--- src/rtl/gray_step_counter_pkg.sv ---
// Shared constants and the reference binary-to-Gray function for the Gray step counter
// and for checkers of the downstream converter.
package gray_step_counter_pkg;

  localparam int unsigned DefaultWidth = 4;
  localparam int unsigned MaxWidth     = 16;

  // Widest legal code; callers truncate to their own width.
  function automatic logic [MaxWidth-1:0] bin2gray(input logic [MaxWidth-1:0] v);
    return v ^ (v >> 1);
  endfunction

endpackage

--- src/rtl/gray_step_counter_bin2gray_comb.sv ---
// Width-parameterised combinational binary-to-Gray converter.
module bin2gray_comb #(
  parameter int unsigned WIDTH = 4
) (
  input  logic [WIDTH-1:0] bin,
  output logic [WIDTH-1:0] gray
);

  assign gray = bin ^ (bin >> 1);

endmodule

--- src/rtl/gray_step_counter.sv ---
// Registered up/down counter presenting binary and Gray count together, plus a one-hot
// toggled-bit pulse and a wrap pulse.
module gray_step_counter
  import gray_step_counter_pkg::*;
#(
  parameter int unsigned WIDTH = DefaultWidth,
  parameter int unsigned INIT  = 0
) (
  input  logic             clk,
  input  logic             rst,
  input  logic             en,
  input  logic             up,
  input  logic             load,
  input  logic [WIDTH-1:0] load_val,
  output logic [WIDTH-1:0] bin_out,
  output logic [WIDTH-1:0] gray_out,
  output logic [WIDTH-1:0] gray_chg,
  output logic             tc
);

  localparam logic [WIDTH-1:0] InitBin  = WIDTH'(INIT);
  localparam logic [WIDTH-1:0] InitGray = InitBin ^ (InitBin >> 1);

  logic [WIDTH-1:0] bin_q, bin_next, bin_step;
  logic [WIDTH-1:0] gray_q, gray_d;
  logic [WIDTH-1:0] chg_q, chg_d;
  logic             tc_q, tc_d;
  logic             step, wrap;

  always_comb begin
    step     = en & ~load;
    bin_step = up ? bin_q + WIDTH'(1) : bin_q - WIDTH'(1);
    wrap     = up ? (bin_q == '1) : (bin_q == '0);

    bin_next = bin_q;
    if (load) begin
      bin_next = load_val;
    end else if (en) begin
      bin_next = bin_step;
    end
  end

  // Converting the selected next value keeps binary and Gray in the same register stage.
  bin2gray_comb #(
    .WIDTH(WIDTH)
  ) u_bin2gray (
    .bin  (bin_next),
    .gray (gray_d)
  );

  always_comb begin
    chg_d = step ? (gray_q ^ gray_d) : '0;
    tc_d  = step & wrap;
  end

  always_ff @(posedge clk) begin
    if (rst) begin
      bin_q  <= InitBin;
      gray_q <= InitGray;
      chg_q  <= '0;
      tc_q   <= 1'b0;
    end else begin
      bin_q  <= bin_next;
      gray_q <= gray_d;
      chg_q  <= chg_d;
      tc_q   <= tc_d;
    end
  end

  assign bin_out  = bin_q;
  assign gray_out = gray_q;
  assign gray_chg = chg_q;
  assign tc       = tc_q;

endmodule
--- config.mk ---
export PLATFORM = sky130hd
export DESIGN_NAME = gray_step_counter
export DESIGN_NICKNAME = d
export VERILOG_FILES = /design/src/rtl/gray_step_counter_pkg.sv /design/src/rtl/gray_step_counter_bin2gray_comb.sv /design/src/rtl/gray_step_counter.sv
export SDC_FILE = /design/constraint.sdc
export NUM_CORES = 1
export LEC_CHECK = 0
export BUFFER_PORTS_ARGS = -buffer_cell sky130_fd_sc_hd__buf_4
export CORE_UTILIZATION = 51
export CTS_BUF_LIST = sky130_fd_sc_hd__clkbuf_8
export CTS_CLUSTER_SIZE = 16
export DETAILED_ROUTE_END_ITERATION = 10
export PLACE_DENSITY = 0.79
export SYNTH_ARGS = -nofsm -noshare
export SYNTH_HDL_FRONTEND = slang
export SYNTH_SLANG_ARGS = --single-unit
--- constraint.sdc ---
create_clock -name clk -period 2.4 [get_ports clk]
set_input_delay 0.48 -clock clk [delete_from_list [all_inputs] [get_ports clk]]
set_output_delay 0.48 -clock clk [all_outputs]
set_load 0.02 [all_outputs]
Word-level counts from Yosys, hierarchy flattened

Cells that the tools add are included.

Register bits after elaboration: 13
Bits of input ports: 9
Output and inout bits: 13
Logic and storage cells: 19

Add/subtract/negate cells: 2
Equal/unequal tests: 1
Muxes and demuxes: 4
Bitwise gates (word level): 6
Reductions and logical operators: 2

Operators by type and width:

| kind                                              | number |
|---|---|
| 2-to-1 mux 4 bit                                  | 3 |
| adder 4 x 1 -> 4 bit (second input constant)      | 1 |
| equality test 4 bit (second input constant)       | 1 |
| zero test 4 bit                                   | 1 |
| subtractor 4 x 1 -> 4 bit (second input constant) | 1 |
| bitwise XOR 4 x 3 -> 4 bit                        | 1 |
| bitwise XOR 4 bit                                 | 1 |
| AND 1 bit                                         | 2 |
| inverter 1 bit                                    | 2 |
| OR reduction 2 bit                                | 1 |
| 2-to-1 mux 1 bit                                  | 1 |

Depth between registers and ports, before layout

Depth after elaboration: 6
Gate-level depth with buffers: 7
Gate-level depth less buffers: 7

Cells and area by module

Synthesis repeated with hierarchy kept, for this count alone.

Cells, all modules: 67
Area total of the unflattened synthesis: 648.1 µm²

Modules (own cells, without submodules):

| module            | instances | cells each | area an instance (µm²) | sequential area each (µm²) |
|---|---|---|---|---|
| gray_step_counter | 1         | 63         | 614.3                  | 260.2 |
| bin2gray_comb     | 1         | 4          | 33.8                   | 0.0 |

Worst setup path after synthesis

No wires, ideal clock.

Path kind: reg2reg
Start: reg bin_q[0], in the netlist bin_out[0]
End: reg chg_q[0], in the netlist gray_chg[0]
Setup time: 65 ps
Data arrival time: 1943 ps
Data required time: 2335 ps
Setup slack: 392 ps
Cell stages (with the launch flop): 7
Path buffers: 0
Period minus slack after synthesis: 2008 ps
Path through: dfxtp_1 fa_1 mux2_2 mux2i_1 xnor2_1 xnor2_1 nor2b_1

Longest elaborated chain between the ends: 6
Elaborated cells on any way between the ends: 7
Classes of those cells: 2 x add/sub; 3 x mux; 2 x bitwise

Ends and longest elaborated chain:

| element                                                           | line                                 | text |
|---|---|---|
| start, declared                                                   | gray_step_counter.sv:24              | `logic [WIDTH-1:0] bin_q, bin_next, bin_step;` |
| start signal, assigned                                            | gray_step_counter.sv:58              | `bin_q <= InitBin;` |
| start signal, assigned                                            | gray_step_counter.sv:63              | `bin_q <= bin_next;` |
| subtractor 4 x 1 -> 4 bit or adder 4 x 1 -> 4 bit (tied branches) | gray_step_counter.sv:32              | `bin_step = up ? bin_q + WIDTH'(1) : bin_q - WIDTH'(1);` |
| 2-to-1 mux 4 bit                                                  | gray_step_counter.sv:32              |  |
| 2-to-1 mux 4 bit *                                                | gray_step_counter.sv:38              | `end else if (en) begin` |
| 2-to-1 mux 4 bit *                                                | gray_step_counter.sv:36              | `if (load) begin` |
| bitwise XOR 4 x 3 -> 4 bit *                                      | gray_step_counter_bin2gray_comb.sv:9 | `assign gray = bin ^ (bin >> 1);` |
| bitwise XOR 4 bit *                                               | gray_step_counter.sv:52              | `chg_d = step ? (gray_q ^ gray_d) : '0;` |
| end signal, assigned                                              | gray_step_counter.sv:65              | `chg_q <= chg_d;` |
| end, declared                                                     | gray_step_counter.sv:26              | `logic [WIDTH-1:0] chg_q, chg_d;` |

Mark *: on every way between the ends. The rest lies on a longest branch, timed or not.
A chain may end at the register's enable or synchronous reset.

Final worst setup path

Ends and elaborated chain as after synthesis.

==> summary.txt <==
status: completed
top cells by area, synth: dfxtp_1 (35%), nor2_1 (7.1%), xnor2_1 (6.4%)
FF-to-FF path depth: 6
leak pwr: 0.402 nW
gr ovfl total: 0
worst skew pair latency: 0.24 ns
Required @ worst endpoint: 2.58 ns
register bit total from synthesis: 12
Post-Syn Area: 689 um2
Syn Inst Count: 68
Fin. Hold Viols: 0
Fmax achieved: 493 MHz
post-synthesis cell type count: 30
Post-Syn Area per Cell: 10.1 um2
# resized after CTS: 0
TNS Setup: 0 ns
largest net degree at the start of global routing: 12
top_reg_cell synth: dfxtp_1
IO Port Bufs: 21
Final HPWL DP: 1150 um
Detailed Routing Iterations Pass 1: 1
Setup crit start kind: flip-flop
commonest non-fill, non-tap cell in the layout: buf_4
RSZ-0062 raised after global routing: no
Final ANT Viol Nets: 0
max cap viols: 0
Max-slew headroom: 75.9%
CTS max path bufs: 2
power density over the cells: 691 mW/mm2
Layout area overhead: 26.3%
Worst Setup SP: bin_out[0]$_SDFF_PP0_
Worst Setup EP: gray_chg[0]$_SDFF_PP0_
post-synth top area cell: dfxtp_1
Post-synth EDFFs: 0
clock slew at reported path FFs: 0.05 ns
die area: 0.00150 mm2
Die Wd: 38.8 um
# IOs: 22
drt wl/cell: 14.0 um
Crit Path Max Fanout: 7
Syn Nets: 80
final setup fails: 0
Clock Skew: 0.00238 ns
vias in the first global route: 506
Slew @ Worst Pin: 0.357 ns
CP Capture Type: flip-flop
first-pass GRT wire length: 2170 um
initial DRC count: 0
diodes inserted: 0
Net count, final: 102
Avg Vias per Cell: 5.47
Initial Util: 58.1%
Post-CTS Hold Buffers: 0
row cnt: 12
Core Util, Final: 73.4%
TritonCTS Buffers: 3
register area share after synthesis: 34.8%
r2r startpoint: bin_out[0]$_SDFF_PP0_
clk root buf: clkbuf_8
Synth Warn #: 0
pins over their slew limit: 0
drt drc: 0
Setup CP Type: reg2reg
Worst EP arrival: 2.21 ns
Peak supply drop: 549 uV
Final min period: 2.03 ns
R2R setup slack: 0.37 ns
DRT Wirelength: 1430 um
CTS tree: yes
Clock Sinks: 12
initial antenna violation count: 0
Core Box Area: 0.00119 mm2
Die Span Y: 38.8 um
layout cells sized above 1: 37.5%
CTS H-tree depth: 1
async set-reset flop share out of synthesis: 0%
commonest cells after routing, fill and taps aside: buf_4 (22), nor2_1 (13), dfxtp_1 (12)
reg-to-reg critical path endpoint: gray_chg[0]$_SDFF_PP0_
GRT Resource Usage Total: 23.3%
fin crit share: 84.6%
type of the tightest min-delay check: in2reg
DR vias: 558
RD Place Congestion: 0.742
Post-CTS Setup Inserts: 0
Synth top area share: 34.8%
==> metrics by stage <==
step | cells | hold WS [ns] | area (um2) | worst slack, ns | power [mW]
after floorplan | 68 | 0.568 | 689 | 0.392 | 0.373
after global placement | 99 | 0.501 | 830 | 0.201 | 0.422
after detailed placement | 99 | 0.510 | 830 | 0.139 | 0.429
after CTS | 102 | 0.469 | 871 | 0.354 | 0.608
after global routing | 102 | 0.478 | 871 | 0.232 | 0.632
final | 102 | 0.469 | 871 | 0.371 | 0.602
==> sequential cells by signal, indices dropped and copies added (netlist names) <==
name	cells
bin_out	4
gray_out	3
tc	1
gray_chg	4
==> Yosys cell counts, drive strengths merged (2+ instances only) <==
cell / n
a21oi: 3
buf: 5
dfxtp: 12
ha: 2
mux2i: 3
nand2: 2
nand3: 3
nor2: 13
nor3: 2
xnor2: 5
xor2: 2
==> power breakdown <==
group	leakage (nW)	switching [mW]	total, mW	internal [mW]
Combinational	0.282	0.0921	0.187	0.0949
Sequential	0.0988	0.0179	0.237	0.219
Clock	0.0216	0.0680	0.178	0.110
==> metal layers <==
layer | vias up | wire length, um | GRT usage, %
li1 | 271 | - | -
met1 | 260 | 518 | 21.7
met2 | 19 | 767 | 41.3
met3 | 8 | 78 | 8.09
met4 | 0 | 68 | 16.4
met5 | - | 0 | 0
==> layout make-up <==
class                   count  area, um2
multi-input cells          50        403
well taps                  14       17.5
clock buffers               3       41.3
inverters                   1       3.75
fillers                    90        315
flip-flops and latches     12        240
repair buffers             22        165
==> cell families (layout without fill, tap and decap cells) <==
group / count (synthesis) / after routing / share of synthesized area [%]
simple gates: 27 / 27 / 21.8
mux: 4 / 4 / 5.99
compound gates: 8 / 8 / 12.0
flops: 12 / 12 / 34.8
xor+xnor: 8 / 8 / 12.2
buf+inv: 6 / 26 / 6.71
fa+ha+maj: 3 / 3 / 6.53
==> worst min path at each step <==
stage / slack (ns) / cells after the start / from / to
floorplan: 0.57 / 2 / gray_out[1]$_SDFF_PP0_ / gray_chg[1]$_SDFF_PP0_
global placement: 0.50 / 2 / gray_out[1]$_SDFF_PP0_ / gray_chg[1]$_SDFF_PP0_
detailed placement: 0.51 / 2 / gray_out[1]$_SDFF_PP0_ / gray_chg[1]$_SDFF_PP0_
CTS: 0.47 / 2 / rst / gray_out[1]$_SDFF_PP0_
global route: 0.48 / 2 / rst / gray_out[1]$_SDFF_PP0_
finish: 0.47 / 2 / rst / gray_out[2]$_SDFF_PP0_
==> worst max-delay path, stage by stage (launching register included) <==
cell and delay (ns):
dfxtp_1 0.48, fa_1 0.45, mux2_2 0.28, mux2i_1 0.28
xnor2_1 0.20, xnor2_1 0.14, nor2b_1 0.13
Note: power is estimated with default switching activity, not from simulation.
